`config.mk`:
```
export PLATFORM = sky130hd
export DESIGN_NAME = chimera_mem_arbiter
export DESIGN_NICKNAME = d
export VERILOG_FILES = /design/src/rtl/chimera_mem_arbiter.sv
export SDC_FILE = /design/constraint.sdc
export NUM_CORES = 1
export LEC_CHECK = 0
export CORE_AREA = 2 2 189 191
export DETAILED_ROUTE_END_ITERATION = 6
export DIE_AREA = 0 0 191 193
export PLACE_DENSITY = 0.45
export SLEW_MARGIN = 25
export SYNTH_ARGS = -nofsm -noshare
export SYNTH_HDL_FRONTEND = slang
export SYNTH_SLANG_ARGS = --single-unit
```
`constraint.sdc`:
```
create_clock -name clk_i -period 3.9 [get_ports clk_i]
set_input_delay 1.17 -clock clk_i [delete_from_list [all_inputs] [get_ports clk_i]]
set_output_delay 1.17 -clock clk_i [all_outputs]
set_load 0.02 [all_outputs]
```
`src/rtl/chimera_mem_arbiter.sv`:
```
// Round-robin arbiter from NumReq requesters onto one memory port, with in-order response routing.
// Define CHIMERA_MEM_ARB_BUDGET_EN to add per-requester grant budgets that reload once per period.
module chimera_mem_arbiter #(
  parameter int NumReq         = 4,
  parameter int AddrWidth      = 32,
  parameter int DataWidth      = 32,
  parameter int CntWidth       = 16,
  parameter int MaxOutstanding = 2
) (
  input  logic                          clk_i,
  input  logic                          rst_i,
  input  logic [NumReq-1:0]             req_i,
  output logic [NumReq-1:0]             gnt_o,
  input  logic [NumReq*AddrWidth-1:0]   addr_i,
  input  logic [NumReq-1:0]             we_i,
  input  logic [NumReq*DataWidth-1:0]   wdata_i,
  output logic [NumReq-1:0]             rvalid_o,
  output logic [DataWidth-1:0]          rdata_o,
  output logic                          mem_req_o,
  input  logic                          mem_gnt_i,
  output logic [AddrWidth-1:0]          mem_addr_o,
  output logic                          mem_we_o,
  output logic [DataWidth-1:0]          mem_wdata_o,
  input  logic                          mem_rvalid_i,
  input  logic [DataWidth-1:0]          mem_rdata_i,
  input  logic [NumReq*CntWidth-1:0]    budget_i,
  input  logic [CntWidth-1:0]           period_i,
  output logic [NumReq-1:0]             exhausted_o
);

  localparam int IW = (NumReq > 1) ? $clog2(NumReq) : 1;
  localparam int PW = (MaxOutstanding > 1) ? $clog2(MaxOutstanding) : 1;
  localparam int CW = $clog2(MaxOutstanding) + 1;

  logic [IW-1:0]     ptr_q;
  logic [IW-1:0]     lock_idx_q;
  logic              lock_q;
  logic [IW-1:0]     fifo_q [2**PW];
  logic [PW-1:0]     wr_q;
  logic [PW-1:0]     rd_q;
  logic [CW-1:0]     cnt_q;

  logic              empty;
  logic              full;
  logic              pop;
  logic              space;
  logic [NumReq-1:0] budget_ok;
  logic [NumReq-1:0] elig;
  logic [IW-1:0]     sel;
  logic              any;
  logic              hs;
  int                j;

  assign empty = (cnt_q == '0);
  assign full  = (cnt_q == CW'(MaxOutstanding));
  assign pop   = mem_rvalid_i & ~empty & ~rst_i;
  // A response leaving in this cycle frees the slot the new request needs.
  assign space = ~full | pop;
  assign elig  = req_i & budget_ok & {NumReq{space & ~rst_i}};

  always_comb begin
    sel = '0;
    any = 1'b0;
    j   = 0;
    if (lock_q && elig[lock_idx_q]) begin
      sel = lock_idx_q;
      any = 1'b1;
    end else begin
      for (int k = 0; k < NumReq; k++) begin
        j = int'(ptr_q) + k;
        if (j >= NumReq) j = j - NumReq;
        if (!any && elig[j]) begin
          sel = IW'(j);
          any = 1'b1;
        end
      end
    end
  end

  assign mem_req_o   = any;
  assign hs          = any & mem_gnt_i;
  assign mem_addr_o  = rst_i ? '0 : addr_i[int'(sel)*AddrWidth +: AddrWidth];
  assign mem_wdata_o = rst_i ? '0 : wdata_i[int'(sel)*DataWidth +: DataWidth];
  assign mem_we_o    = ~rst_i & we_i[sel];
  assign rdata_o     = rst_i ? '0 : mem_rdata_i;

  always_comb begin
    gnt_o = '0;
    if (hs) gnt_o[sel] = 1'b1;
  end

  always_comb begin
    rvalid_o = '0;
    if (pop) rvalid_o[fifo_q[rd_q]] = 1'b1;
  end

  always_ff @(posedge clk_i) begin
    if (rst_i) begin
      ptr_q      <= '0;
      lock_q     <= 1'b0;
      lock_idx_q <= '0;
      wr_q       <= '0;
      rd_q       <= '0;
      cnt_q      <= '0;
    end else begin
      // Hold a stalled choice so later-arriving requesters cannot steal it.
      lock_q     <= any & ~mem_gnt_i;
      lock_idx_q <= sel;
      if (hs) begin
        fifo_q[wr_q] <= sel;
        wr_q         <= wr_q + PW'(1);
        ptr_q        <= (sel == IW'(NumReq - 1)) ? '0 : sel + IW'(1);
      end
      if (pop) rd_q <= rd_q + PW'(1);
      cnt_q <= cnt_q + CW'(hs) - CW'(pop);
    end
  end

`ifdef CHIMERA_MEM_ARB_BUDGET_EN
  logic [CntWidth-1:0] pcnt_q;
  logic [CntWidth-1:0] plast;
  logic [CntWidth-1:0] bcnt_q [NumReq];
  logic [CntWidth-1:0] beff   [NumReq];
  logic                reload;

  assign plast  = (period_i == '0) ? '0 : period_i - CntWidth'(1);
  assign reload = (pcnt_q == '0);

  always_comb begin
    for (int i = 0; i < NumReq; i++) begin
      beff[i]        = reload ? budget_i[i*CntWidth +: CntWidth] : bcnt_q[i];
      budget_ok[i]   = (beff[i] != '0);
      exhausted_o[i] = rst_i | (bcnt_q[i] == '0);
    end
  end

  always_ff @(posedge clk_i) begin
    if (rst_i) begin
      pcnt_q <= '0;
      for (int i = 0; i < NumReq; i++) bcnt_q[i] <= '0;
    end else begin
      pcnt_q <= (pcnt_q >= plast) ? '0 : pcnt_q + CntWidth'(1);
      for (int i = 0; i < NumReq; i++) begin
        if (hs && (int'(sel) == i) && (beff[i] != '0))
          bcnt_q[i] <= beff[i] - CntWidth'(1);
        else
          bcnt_q[i] <= beff[i];
      end
    end
  end
`else
  logic unused_budget;
  assign unused_budget = ^{budget_i, period_i};
  assign budget_ok     = '1;
  assign exhausted_o   = '0;
`endif

endmodule
```
==> key figures <==
Power
  • Pwr/cell area: 202.7 mW/mm^2
  • Final Power: 0.002242 W
  • Leak: 4.318 nW
  • Max VDD drop: 0.1535 mV

Timing
  • Final setup margin: -0.5536 ns
  • Final Skew: 0.008443 ns
  • Minimum clock period: roughly 4.5 ns
  • Setup violations, final: 69
  • Max Freq: 0.2245 GHz
  • Slew Viols, Final: 0
  • Max_slew headroom: 59.23%
  • RSZ-0062 raised after global routing: true
  • Slew @ Worst Pin: 0.6115 ns
  • Final hold vios: 0
  • Final worst path period share: 114.2%

CTS
  • TritonCTS Buffers: 3
  • H-tree depth: 1
  • TritonCTS clock tree: done
  • Root Driver: clkbuf_16
  • Skew-Pair Late Insertion Delay: 0.25 ns
  • Clk sinks: 14
  • Max Buffers Root-to-Sink: 2
  • Clock-pin slew on the worst setup and hold paths: 0.05 ns
  • Hold-fix buffers, CTS: 0

Synth
  • Ys async rst share: 0%
  • Avg Inst Size Synth: 7.503 sq um
  • Mapped Area: 0.004224 sq mm
  • Register area share after synthesis: 7.583%
  • Distinct cells, synth: 54
  • Synth Register Bits: 14
  • Yosys Warn Count: 0
  • Post-synth EDFFs: 4
  • Yosys top cell by area: mux2_4
  • Synth top area share: 13.51%
  • Synthesized instance count: around 560
  • Ys flop type: dfxtp_1
  • Synth top area cells: mux2_4 (14%), nor2b_1 (11%), nor3_1 (9.5%), a222oi_1 (9.2%), a211oi_1 (6.9%)

Critical path
  • Setup Crit Path Kind: input pin to primary output
  • Maximum fanout along the worst path: 8
  • Worst flop-to-flop path startpoint: cnt_q[0]
  • Cells on worst reg2reg path: 14
  • Crit path launch type: input pin
  • Critical path required time: 2.73 ns
  • Reg2reg end: cnt_q[1]
  • Crit. End Element: primary output
  • Flop-to-flop setup slack: 1.49 ns
  • Worst EP arrival: 3.28 ns
  • Crit path from: req_i[2]

Route
  • Vias/cell: around 4.3
  • WL/cell: around 19 um
  • TritonRoute pass-1 iters: 7
  • DRC: 1
  • DRT iter0 DRCs: 341
  • WL final: 28,640 um
  • ANT nets after route: 0
  • Vias: 6,583

GRT
  • First-pass GRT wire length: 39,620 um
  • Vias in the first global route: 6,610
  • Total track usage: 13.91%
  • Global route overflow: 0
  • Initial antenna violation count: 2
  • Pin count of the biggest net entering global routing: 54

Job
  • Max-Cap Viols: 0

Status
  • Status: finished with violations
  • Failing checks: design-rule violations, negative setup slack

Final layout
  • Number of diodes: 0
  • Share of cells above drive strength 1: 37.57%
  • Post-layout net count: 1,457
  • Final Core Density: 31.63%
  • Syn-to-layout area delta: 161.8%
  • FILL cells: 3,681

Hold path
  • Min-delay worst type: register to register
  • Worst Hold Depth: 1
  • WHS Endpoint: wr_q
  • Hold Crit Start: wr_q

Place
  • Placer Congestion: approximately 0.76
  • Post-DP HPWL: between 20,000 and 25,000 um
  • IO Port Bufs: 405

Die
  • Core area: 0.03496 sq mm
  • Die Wd: 191 um
  • Starting Density: 12.08%
  • Die area: 0.03686 sq mm
  • FP Rows: approximately 70
  • IO Pins: between 400 and 500
  • Die H: between 150 and 200 um
-- worst max-delay path: stages --
cell and delay, ns:
buf_8 0.10, nor2b_4 0.12, o21a_1 0.23, or3_4 0.49, buf_12 0.19, mux2_4 0.29, a222oi_1 0.37, a211oi_2 0.12
buf_2 0.18
-- worst max-delay path by stage --
stage	slack [ns]	to	cells past startpoint
floorplan	-0.11	mem_wdata_o[10]	8
global placement	-1.51	mem_wdata_o[19]	7
CTS	-0.63	mem_wdata_o[6]	10
detailed placement	-1.55	mem_wdata_o[19]	7
global route	-0.67	mem_addr_o[10]	9
finish	-0.55	mem_addr_o[20]	9
-- state kept, by name, summed over array words and instances, names as in the netlist, named ones only --
signal      cells
lock_q          1
lock_idx_q      2
rd_q            1
wr_q            1
ptr_q           2
cnt_q           2
fifo_q          4
-- report_power, final --
part | switching, W | leakage [nW] | internal [W]
logic | 0.000806 | 4.16 | 0.00105
registers | 0.0000189 | 0.120 | 0.000167
clock network | 0.0000661 | 0.0385 | 0.000136
total | 0.000891 | 4.32 | 0.00135
-- through the flow --
stage | hold WS [ns] | cells | TNS (ns) | cell area [sq um] | setup WS, ns
2_1_floorplan | 0.4343 | 566 | -5.198 | 4557 | -0.1068
5_1_grt | 0.4914 | 1531 | -37.19 | 11060 | -0.6669
4_1_cts | 0.4678 | 1509 | -31.78 | 10660 | -0.6344
3_5_place_dp | 0.4598 | 1470 | -100.97 | 9877 | -1.546
3_3_place_gp | 0.4471 | 1470 | -99.66 | 9877 | -1.515
6_report | 0.4627 | 1531 | -31.84 | 11060 | -0.5536
-- cells in the mapped netlist (2+ instances only) --
library cell / number
a211oi_1: 39
a21oi_1: 4
a221o_1: 25
a222oi_1: 39
a22oi_1: 25
a31o_2: 2
a31oi_1: 3
and2_1: 39
and3_1: 5
buf_2: 25
buf_4: 8
buf_6: 6
clkbuf_1: 28
dfxtp_1: 10
edfxtp_1: 4
ha_1: 6
inv_1: 5
inv_2: 2
mux2_4: 38
mux2i_1: 4
nand2_1: 6
nand2b_1: 4
nor2_1: 45
nor2b_1: 77
nor3_1: 80
nor3b_1: 2
o21a_1: 3
o21ai_0: 2
xor2_1: 2
-- placed cells by master (no fill, tap or decap), drive strengths merged, types with 4 or more instances in the layout --
cell type and instances:
a211oi 39, a21oi 4, a221o 25, a222oi 39, a22oi 25, and2 39, and3 5, buf 231
clkbuf 7, clkdlybuf4s50 325, conb 4, dfxtp 10, dlygate4sd2 5, edfxtp 4, ha 6, inv 7
mux2 39, mux2i 4, nand2 6, nand2b 4, nor2 46, nor2b 77, nor3 82
-- cell families (layout without fill, tap and decap cells) --
group | after synthesis | count (layout) | synth area share, %
and+or+nand+nor | 266 | 267 | 34.54
AOI/OAI and AO/OA | 155 | 155 | 31.49
buffers and inverters | 75 | 578 | 9.182
muxes | 43 | 43 | 14.72
DFF | 14 | 14 | 7.583
adders and majority gates | 6 | 6 | 1.777
xor gates and xnor gates | 3 | 3 | 0.6222
other | 1 | 4 | 0.08878
-- what timing repair did --
item	4_1_cts	5_1_grt
pin swaps	75	57
setup buffers	29	20
cloned	9	5
gates resized for setup	467	56
setup endpoints to repair	74	69
-- per-layer routing --
layer  vias up  share of wire, %  global-route usage, %
met5         -             0.077                      0
met4         4               1.4                  1.878
met3        27               6.5                  2.389
li1       3198                 -                      -
met2       245                52                  26.21
met1      3109                40                  16.79
-- layout make-up --
| class | instances | area [sq um] | area share [%] |
|---|---|---|---|
| Tap cell | 461 | 576.8 | 5.215 |
| Clock buffer | 3 | 75.07 | 0.6788 |
| Timing Repair Buffer | 567 | 5833 | 52.74 |
| Multi-Input combinational cell | 478 | 4200 | 37.98 |
| Clock inverter | 1 | 3.754 | 0.03394 |
| Sequential cell | 14 | 320.3 | 2.896 |
| Inverter | 7 | 50.05 | 0.4525 |
No activity file was read; power rests on OpenSTA's default activity.
